$ cat config.mk
export PLATFORM = sky130hd
export DESIGN_NAME = phase_sequencer
export DESIGN_NICKNAME = d
export VERILOG_FILES = /design/src/rtl/phase_sequencer.sv
export SDC_FILE = /design/constraint.sdc
export NUM_CORES = 1
export LEC_CHECK = 0
export CORE_MARGIN = 2
export CORE_UTILIZATION = 55
export CTS_CLUSTER_DIAMETER = 80
export CTS_CLUSTER_SIZE = 25
export DETAILED_ROUTE_END_ITERATION = 12
export DONT_BUFFER_PORTS = 1
export PLACE_DENSITY = 0.68
export SLEW_MARGIN = 25
export SYNTH_ARGS = -nofsm -noshare
export SYNTH_HDL_FRONTEND = slang
export SYNTH_SLANG_ARGS = --single-unit
$ cat constraint.sdc
create_clock -name clk -period 2.3 [get_ports clk]
set_clock_uncertainty 0.05 [all_clocks]
set_input_delay 0.23 -clock clk [delete_from_list [all_inputs] [get_ports clk]]
set_output_delay 0.23 -clock clk [all_outputs]
set_load 0.05 [all_outputs]
$ cat src/rtl/phase_sequencer.sv
// Eight-phase instruction sequencer for a small accumulator CPU.
// Walks fetch/decode/execute phases, stalls on memory, halts on HLT and counts retired instructions.
module phase_sequencer (
    input  logic        clk,
    input  logic        rst_n,
    input  logic [2:0]  opcode,
    input  logic        zero,
    input  logic        mem_ready,
    input  logic        resume,
    output logic        sel,
    output logic        rd,
    output logic        wr,
    output logic        ld_ir,
    output logic        ld_ac,
    output logic        ld_pc,
    output logic        inc_pc,
    output logic        data_e,
    output logic        halt,
    output logic [1:0]  alu_op,
    output logic [2:0]  phase,
    output logic [15:0] retired
);

    localparam int unsigned OP_W      = 3;
    localparam int unsigned ALU_W     = 2;
    localparam int unsigned PHASE_W   = 3;
    localparam int unsigned RETIRED_W = 16;

    localparam logic [OP_W-1:0] OP_HLT = 3'b000;
    localparam logic [OP_W-1:0] OP_SKZ = 3'b001;
    localparam logic [OP_W-1:0] OP_ADD = 3'b010;
    localparam logic [OP_W-1:0] OP_AND = 3'b011;
    localparam logic [OP_W-1:0] OP_XOR = 3'b100;
    localparam logic [OP_W-1:0] OP_LDA = 3'b101;
    localparam logic [OP_W-1:0] OP_STO = 3'b110;
    localparam logic [OP_W-1:0] OP_JMP = 3'b111;

    localparam logic [PHASE_W-1:0] HALTED_PHASE = 3'd4;

    typedef enum logic [3:0] {
        S_INST_ADDR  = 4'd0,
        S_INST_FETCH = 4'd1,
        S_INST_LOAD  = 4'd2,
        S_IDLE       = 4'd3,
        S_OP_ADDR    = 4'd4,
        S_OP_FETCH   = 4'd5,
        S_ALU_OP     = 4'd6,
        S_STORE      = 4'd7,
        S_HALTED     = 4'd8
    } state_t;

    state_t state_q;
    state_t state_d;

    logic             is_aluop_c;
    logic             is_hlt_c;
    logic             is_skz_c;
    logic             is_sto_c;
    logic             is_jmp_c;
    logic             mem_wait_c;
    logic [ALU_W-1:0] alu_code_c;

    // Opcode decode
    always_comb begin
        is_aluop_c = (opcode == OP_ADD) || (opcode == OP_AND) ||
                     (opcode == OP_XOR) || (opcode == OP_LDA);
        is_hlt_c   = (opcode == OP_HLT);
        is_skz_c   = (opcode == OP_SKZ);
        is_sto_c   = (opcode == OP_STO);
        is_jmp_c   = (opcode == OP_JMP);
        case (opcode)
            OP_AND:  alu_code_c = 2'b01;
            OP_XOR:  alu_code_c = 2'b10;
            OP_LDA:  alu_code_c = 2'b11;
            default: alu_code_c = 2'b00;
        endcase
    end

    // Phases that wait on memory: instruction read, operand read, store write
    always_comb begin
        mem_wait_c = 1'b0;
        case (state_q)
            S_INST_FETCH: mem_wait_c = 1'b1;
            S_OP_FETCH:   mem_wait_c = is_aluop_c;
            S_STORE:      mem_wait_c = is_sto_c;
            default:      mem_wait_c = 1'b0;
        endcase
    end

    // State register
    always_ff @(posedge clk or negedge rst_n) begin
        if (!rst_n) begin
            state_q <= S_INST_ADDR;
        end else begin
            state_q <= state_d;
        end
    end

    // Next-state logic
    always_comb begin
        state_d = state_q;
        case (state_q)
            S_INST_ADDR:  state_d = S_INST_FETCH;
            S_INST_FETCH: state_d = mem_ready ? S_INST_LOAD : S_INST_FETCH;
            S_INST_LOAD:  state_d = S_IDLE;
            S_IDLE:       state_d = S_OP_ADDR;
            S_OP_ADDR:    state_d = is_hlt_c ? S_HALTED : S_OP_FETCH;
            S_OP_FETCH:   state_d = (mem_wait_c && !mem_ready) ? S_OP_FETCH : S_ALU_OP;
            S_ALU_OP:     state_d = S_STORE;
            S_STORE:      state_d = (mem_wait_c && !mem_ready) ? S_STORE : S_INST_ADDR;
            S_HALTED:     state_d = resume ? S_OP_FETCH : S_HALTED;
            default:      state_d = S_INST_ADDR;
        endcase
    end

    // Datapath strobes decoded from the current phase and opcode
    always_comb begin
        sel    = 1'b0;
        rd     = 1'b0;
        wr     = 1'b0;
        ld_ir  = 1'b0;
        ld_ac  = 1'b0;
        ld_pc  = 1'b0;
        inc_pc = 1'b0;
        data_e = 1'b0;
        halt   = 1'b0;
        phase  = state_q[PHASE_W-1:0];
        case (state_q)
            S_INST_ADDR: begin
                sel = 1'b1;
            end
            S_INST_FETCH: begin
                sel = 1'b1;
                rd  = 1'b1;
            end
            S_INST_LOAD, S_IDLE: begin
                sel   = 1'b1;
                rd    = 1'b1;
                ld_ir = 1'b1;
            end
            S_OP_ADDR: begin
                inc_pc = 1'b1;
                halt   = is_hlt_c;
            end
            S_OP_FETCH: begin
                rd = is_aluop_c;
            end
            S_ALU_OP: begin
                rd     = is_aluop_c;
                inc_pc = is_skz_c && zero;
                ld_pc  = is_jmp_c;
                data_e = is_sto_c;
            end
            S_STORE: begin
                rd     = is_aluop_c;
                ld_ac  = is_aluop_c;
                ld_pc  = is_jmp_c;
                wr     = is_sto_c;
                data_e = is_sto_c;
            end
            S_HALTED: begin
                halt  = 1'b1;
                phase = HALTED_PHASE;
            end
            default: begin
                sel = 1'b1;
            end
        endcase
        alu_op = ld_ac ? alu_code_c : 2'b00;
    end

    // Retired-instruction counter, bumped on the 7 -> 0 wrap only
    always_ff @(posedge clk or negedge rst_n) begin
        if (!rst_n) begin
            retired <= '0;
        end else if ((state_q == S_STORE) && (state_d == S_INST_ADDR)) begin
            retired <= retired + RETIRED_W'(1);
        end
    end

endmodule

* Word level (Yosys, flattened, before mapping)
Cells that the tools add are included.
Word-level totals: output and inout bits 30, bits in latches 0, logic and storage cells 52, register bits after elaboration 20, ROM bits 0, memory bits (writable) 0, bits of input ports 8, memories 0
Operators by class: reductions and logical operators 15, equal/unequal tests 15, mux-type cells 19, $lt $le $gt $ge 0, add/subtract/negate cells 1, bitwise operators 0, divide/modulo/power cells 0, $mul 0, shift-type cells 0
Operators by type and width (count):
- 4-bit case mux with 9 select lines | 1
- 16-bit by 1-bit adder with 16-bit output, second input constant | 1
- 4-bit by 3-bit == test with 1-bit output, second input constant | 4
- 3-bit == test, second input constant | 4
- 4-bit by 2-bit == test with 1-bit output, second input constant | 2
- 4-bit logical NOT | 2
- 4-bit two-way mux | 2
- 3-bit by 2-bit == test with 1-bit output, second input constant | 2
- 1-bit two-way mux | 6
- 2-bit two-way mux | 3
- 3-bit two-way mux | 2
- 1-bit case mux with 2 select lines | 3
- 2-bit case mux with 3 select lines | 1
- 3-bit OR reduction | 2
- 5-bit OR reduction | 1
- 4-bit by 1-bit == test with 1-bit output, second input constant | 1
- 4-bit == test, second input constant | 1
- 2-bit OR reduction | 2
- 3-bit by 1-bit == test with 1-bit output, second input constant | 1
- 1-bit logical AND | 3
- 3-bit logical NOT | 1
- 1-bit logical OR | 3
- 1-bit case mux with 3 select lines | 1
- 1-bit logical NOT | 1

* Depth between registers and ports, before layout
Gate-level depths: netlist of the first run.
depth in word-level cells 10, depth in mapped cells 5, mapped depth without buffers 5

* Worst setup path after synthesis of the first run
OpenSTA, ideal clock, no wires.
kind register to output, start point reg state_q[0], end point out rd, stages on the path, launching flop included 4, setup slack 0 ps, path buffers 1, required time 2020 ps, arrival time 2020 ps, cell sequence dfrtp_1 > clkbuf_1 > nor2_1 > a211oi_1
On the way: cells in the longest elaborated chain, start to end 3, elaborated cells between the ends (all ways) 9, classes of those cells 6 x eq/ne; 1 x mux; 2 x reduce/logical
Ends and longest elaborated chain:
- start: declaration | line 52 | state_t state_q;
- start signal: assignment | line 95 | state_q <= state_d;
- 4-bit by 3-bit == test with 1-bit output, or another cell as far along | line 128 | case (state_q)
- 3-bit OR reduction (no source line)
- 1-bit case mux with 2 select lines (*) | line 128
- end: declaration | line 11 | output logic rd,
Every way passes the cells marked *; elsewhere a longest branch is shown, timed or not.

* Worst setup path after layout of the first run
start point reg state_q[1], end point out ld_pc
On the way: cells in the longest elaborated chain, start to end 3, elaborated cells between the ends (all ways) 4, classes of those cells 2 x eq/ne; 1 x mux; 1 x reduce/logical
Ends and longest elaborated chain:
- 4-bit by 3-bit == test with 1-bit output | line 128
- 2-bit OR reduction (no source line) (*)
- 1-bit two-way mux (*) | line 128
- end: declaration | line 15 | output logic ld_pc,
Marks and branches as above.

==> impl_metrics.csv, run 1 <==
group,metric,value,unit
run_status,status,"finished, final reports clean",
worst_setup_path,cp_data_required_time,2.02,ns
worst_setup_path,worstReg2RegEnd,"retired[13]$_DFFE_PN0P_",
global_routing,grt_pass1_wl,4510,µm
synth,seq_area_frac_synth,42.8,%
clocking,cts_tree,"done",
synth,ys_warn_count,0,
synth,syn_avg_cell_area,9.36,µm²
timing,hold_viol_final,0,
timing,finalCritPeriodShare,89.7,%
routing,drt_first_pass_iters,4,
timing,relSlewSlack,40.7,%
synth,yosysTopAreaCell,"dfrtp_1",
timing,report.final.setup_viol,0,
global_routing,grt_max_degree,21,
placement,hpwlAfterDp,1890,µm
worst_hold_path,min_path_type,"input port to flip-flop",
die,ios,38,
die,die_h,50.1,µm
synth,netlist.area_leader.share,42.8,%
timing,max_freq,485,MHz
die,die_x,50.1,µm
worst_setup_path,arrival,1.78,ns
finish,n_fill_cell,145,
worst_hold_path,hold_path_end,"state_q[3]$_DFF_PN0_",
worst_hold_path,min_path_cells,2,
synth,synth-edff-count,0,
clocking,cts_root_buf,"clkbuf_4",
worst_setup_path,cp-startpoint,"state_q[1]$_DFF_PN0_",
worst_setup_path,worst-path-max-fanout,7,
global_routing,grt_usage,23.2,%
routing,drc,0,
global_routing,grt_antenna_before_repair,0,
clocking,clockBufferDepth,2,
die,core,1980,µm²
global_routing,grt-ovfl-total,0,
clocking,clock-sinks,20,
finish,num_antenna_cells,0,
worst_setup_path,rr_worst_depth,4,
clocking,numCtsBuffers,3,
synth,netlist_instances,125,
synth,ys.flop_type,"dfrtp_1",
finish,drive_above_1_share,27.0,%
power,total_power,1.86,mW
power,vdd.ir_drop.worst,0.903,mV
synth,netlist_area,1170,µm²
flow_run,maxCapViolations,0,
placement,io_buffers,0,
routing,dr_total_vias,1013,
timing,worst_slew_pin_slew,0.887,ns
power,leakagePower,0.609,nW
clocking,htree_num_levels,1,
synth,synth_nets,134,
worst_setup_path,reg2reg_from,"state_q[2]$_DFF_PN0_",
worst_setup_path,r2r_slack,0.40,ns
worst_hold_path,hp-start,"resume",
synth,synth_cell_types,35,
power,p_per_area,1280,nW/µm²
synth,async_reset_ff_share,100,%
synth,synth_seq_cells,20,
timing,setup_tns,0,ns
timing,finalMaxSlewViolations,0,
finish,syn2layout_area_growth,24.3,%
routing,wire_per_inst,14.4,µm
clocking,insertion_delay,0.30,ns
synth,synthTopCellsByArea,"dfrtp_1 (43%), xnor2_1 (9.0%), nand2_1 (3.9%), nand3_1 (3.4%), xor2_1 (3.0%)",
worst_setup_path,crit_path_start_kind,"flip-flop",
clocking,clkTransAtPathRegs,0.12,ns
finish,fin_nets,158,
routing,via_per_inst,5.79,
global_routing,grt_pass1_vias,1007,
routing,drt_first_iter_violations,15,
routing,antenna_left,0,
die,std_cell_rows,16,
worst_setup_path,critical_path_class,"flip-flop to output pin",
die,die_area,2510,µm²
routing,wl,2520,µm
worst_setup_path,crit_path_end_kind,"output pin",
timing,fin_crit,2.06,ns
die,start_util,59.0,%
placement,finalWeightedCongestion,0.798,
timing,rsz0062_at_grt,"no",
## flip-flops by register name (all words and copies together) (netlist names)
name	cells
retired	16
state_q	4
## Yosys cell counts, drive strengths merged (2+ instances only)
master,count
nand3,8
o22ai,3
a21oi,6
nand4,5
nor3,5
nand2b,3
a211oi,2
clkbuf,7
xor2,4
dfrtp,20
and2,2
nor2,12
a21o,2
inv,2
xnor2,12
nor3b,2
nand2,12
o21ai,2
and4,2
## metal layers
layer,vias to the layer above,track usage (%),routed length [µm]
met5,-,0,0
met4,0,4.17,15
met3,2,9.39,231
met2,48,36.8,1210
met1,477,29.7,1070
li1,486,-,-
## how the worst max path moves through the flow
stage	depth (start not counted)	to	slack, ns
after CTS	6	ld_pc	0.25
after detailed placement	4	retired[11]$_DFFE_PN0P_	0.43
after floorplan	3	rd	-0.0001
after global routing	6	ld_pc	0.06
final	6	ld_pc	0.24
after global placement	4	retired[9]$_DFFE_PN0P_	0.49
## cell type report
type                            count  area (µm²)  area share (%)
Clock buffer                        3        22.5            1.55
Clock inverter                      1        30.0            2.07
Timing Repair Buffer               26         210            14.5
Multi-Input combinational cell     96         649            44.7
Inverter                            2        7.51           0.516
Sequential cell                    20         500            34.4
Tap cell                           27        33.8            2.32
## where the power goes
group / internal (mW) / switching, mW
clock network: 0.176 / 0.110
registers: 0.424 / 0.138
logic: 0.323 / 0.690
total: 0.923 / 0.938
## stage by stage
step,setup WS [ns],utilization (%),cell area (µm²),hold slack [ns],std cells
6_report,0.238,73.4,1450,0.122,175
3_5_place_dp,0.435,70.2,1390,-0.115,170
2_1_floorplan,-0.000137,-,1170,-0.116,125
4_1_cts,0.250,73.4,1450,0.111,175
3_3_place_gp,0.491,70.2,1390,-0.115,170
5_1_grt,0.0647,73.4,1450,0.109,175
## cell families after synthesis
kind of cell,count (synthesis),share of synthesized area [%]
xor gates and xnor gates,16,12.0
DFF,20,42.8
buffers and inverters,9,2.99
muxes,1,0.962
and+or+nand+nor,60,30.4
adders and majority gates,1,1.07
AOI/OAI and AO/OA,18,9.84
## cell usage in the layout (no fill, tap or decap), types with 2 or more instances in the layout
cell type	n
buf_4	24
nand2b_1	3
o21ai_0	2
a21oi_1	6
nor2_1	9
xnor2_1	12
nor3_1	5
a21o_1	2
dfrtp_1	20
inv_1	2
a211oi_2	2
xor2_1	4
nand2_1	12
nor2_2	3
nand4_1	5
o22ai_1	3
and4_1	2
nand3_1	8
clkbuf_4	3
and2_1	2
## critical path, stage by stage (launching register included)
cell and delay (ns):
dfrtp_1 0.50, buf_4 0.30, inv_1 0.11, nor2_1 0.15
nand2_1 0.09, nor2_1 0.13, buf_4 0.20
## timing repair
action	in CTS	in global routing
setup buffers	0	0
gates resized for setup	0	0
endpoints found under the hold margin	20	0
hold buffers	1	0
Note: power is estimated with default switching activity, not from simulation.
==> run 2, diff against run 1 <==
--- a/config.mk
+++ b/config.mk
@@ -12,6 +12,7 @@
 export DETAILED_ROUTE_END_ITERATION = 12
 export DONT_BUFFER_PORTS = 1
 export PLACE_DENSITY = 0.68
+export SKIP_LAST_GASP = 1
 export SLEW_MARGIN = 25
 export SYNTH_ARGS = -nofsm -noshare
 export SYNTH_HDL_FRONTEND = slang
==> results of run 2 <==
Final layout, timing and power as in run 1 (identical DEF).
==> run 3, diff against run 2 <==
--- a/config.mk
+++ b/config.mk
@@ -7,7 +7,7 @@
 export LEC_CHECK = 0
 export CORE_MARGIN = 2
 export CORE_UTILIZATION = 55
-export CTS_CLUSTER_DIAMETER = 80
+export CTS_CLUSTER_DIAMETER = 150
 export CTS_CLUSTER_SIZE = 25
 export DETAILED_ROUTE_END_ITERATION = 12
 export DONT_BUFFER_PORTS = 1
==> results of run 3 <==
Final layout, timing and power as in run 1 (identical DEF).
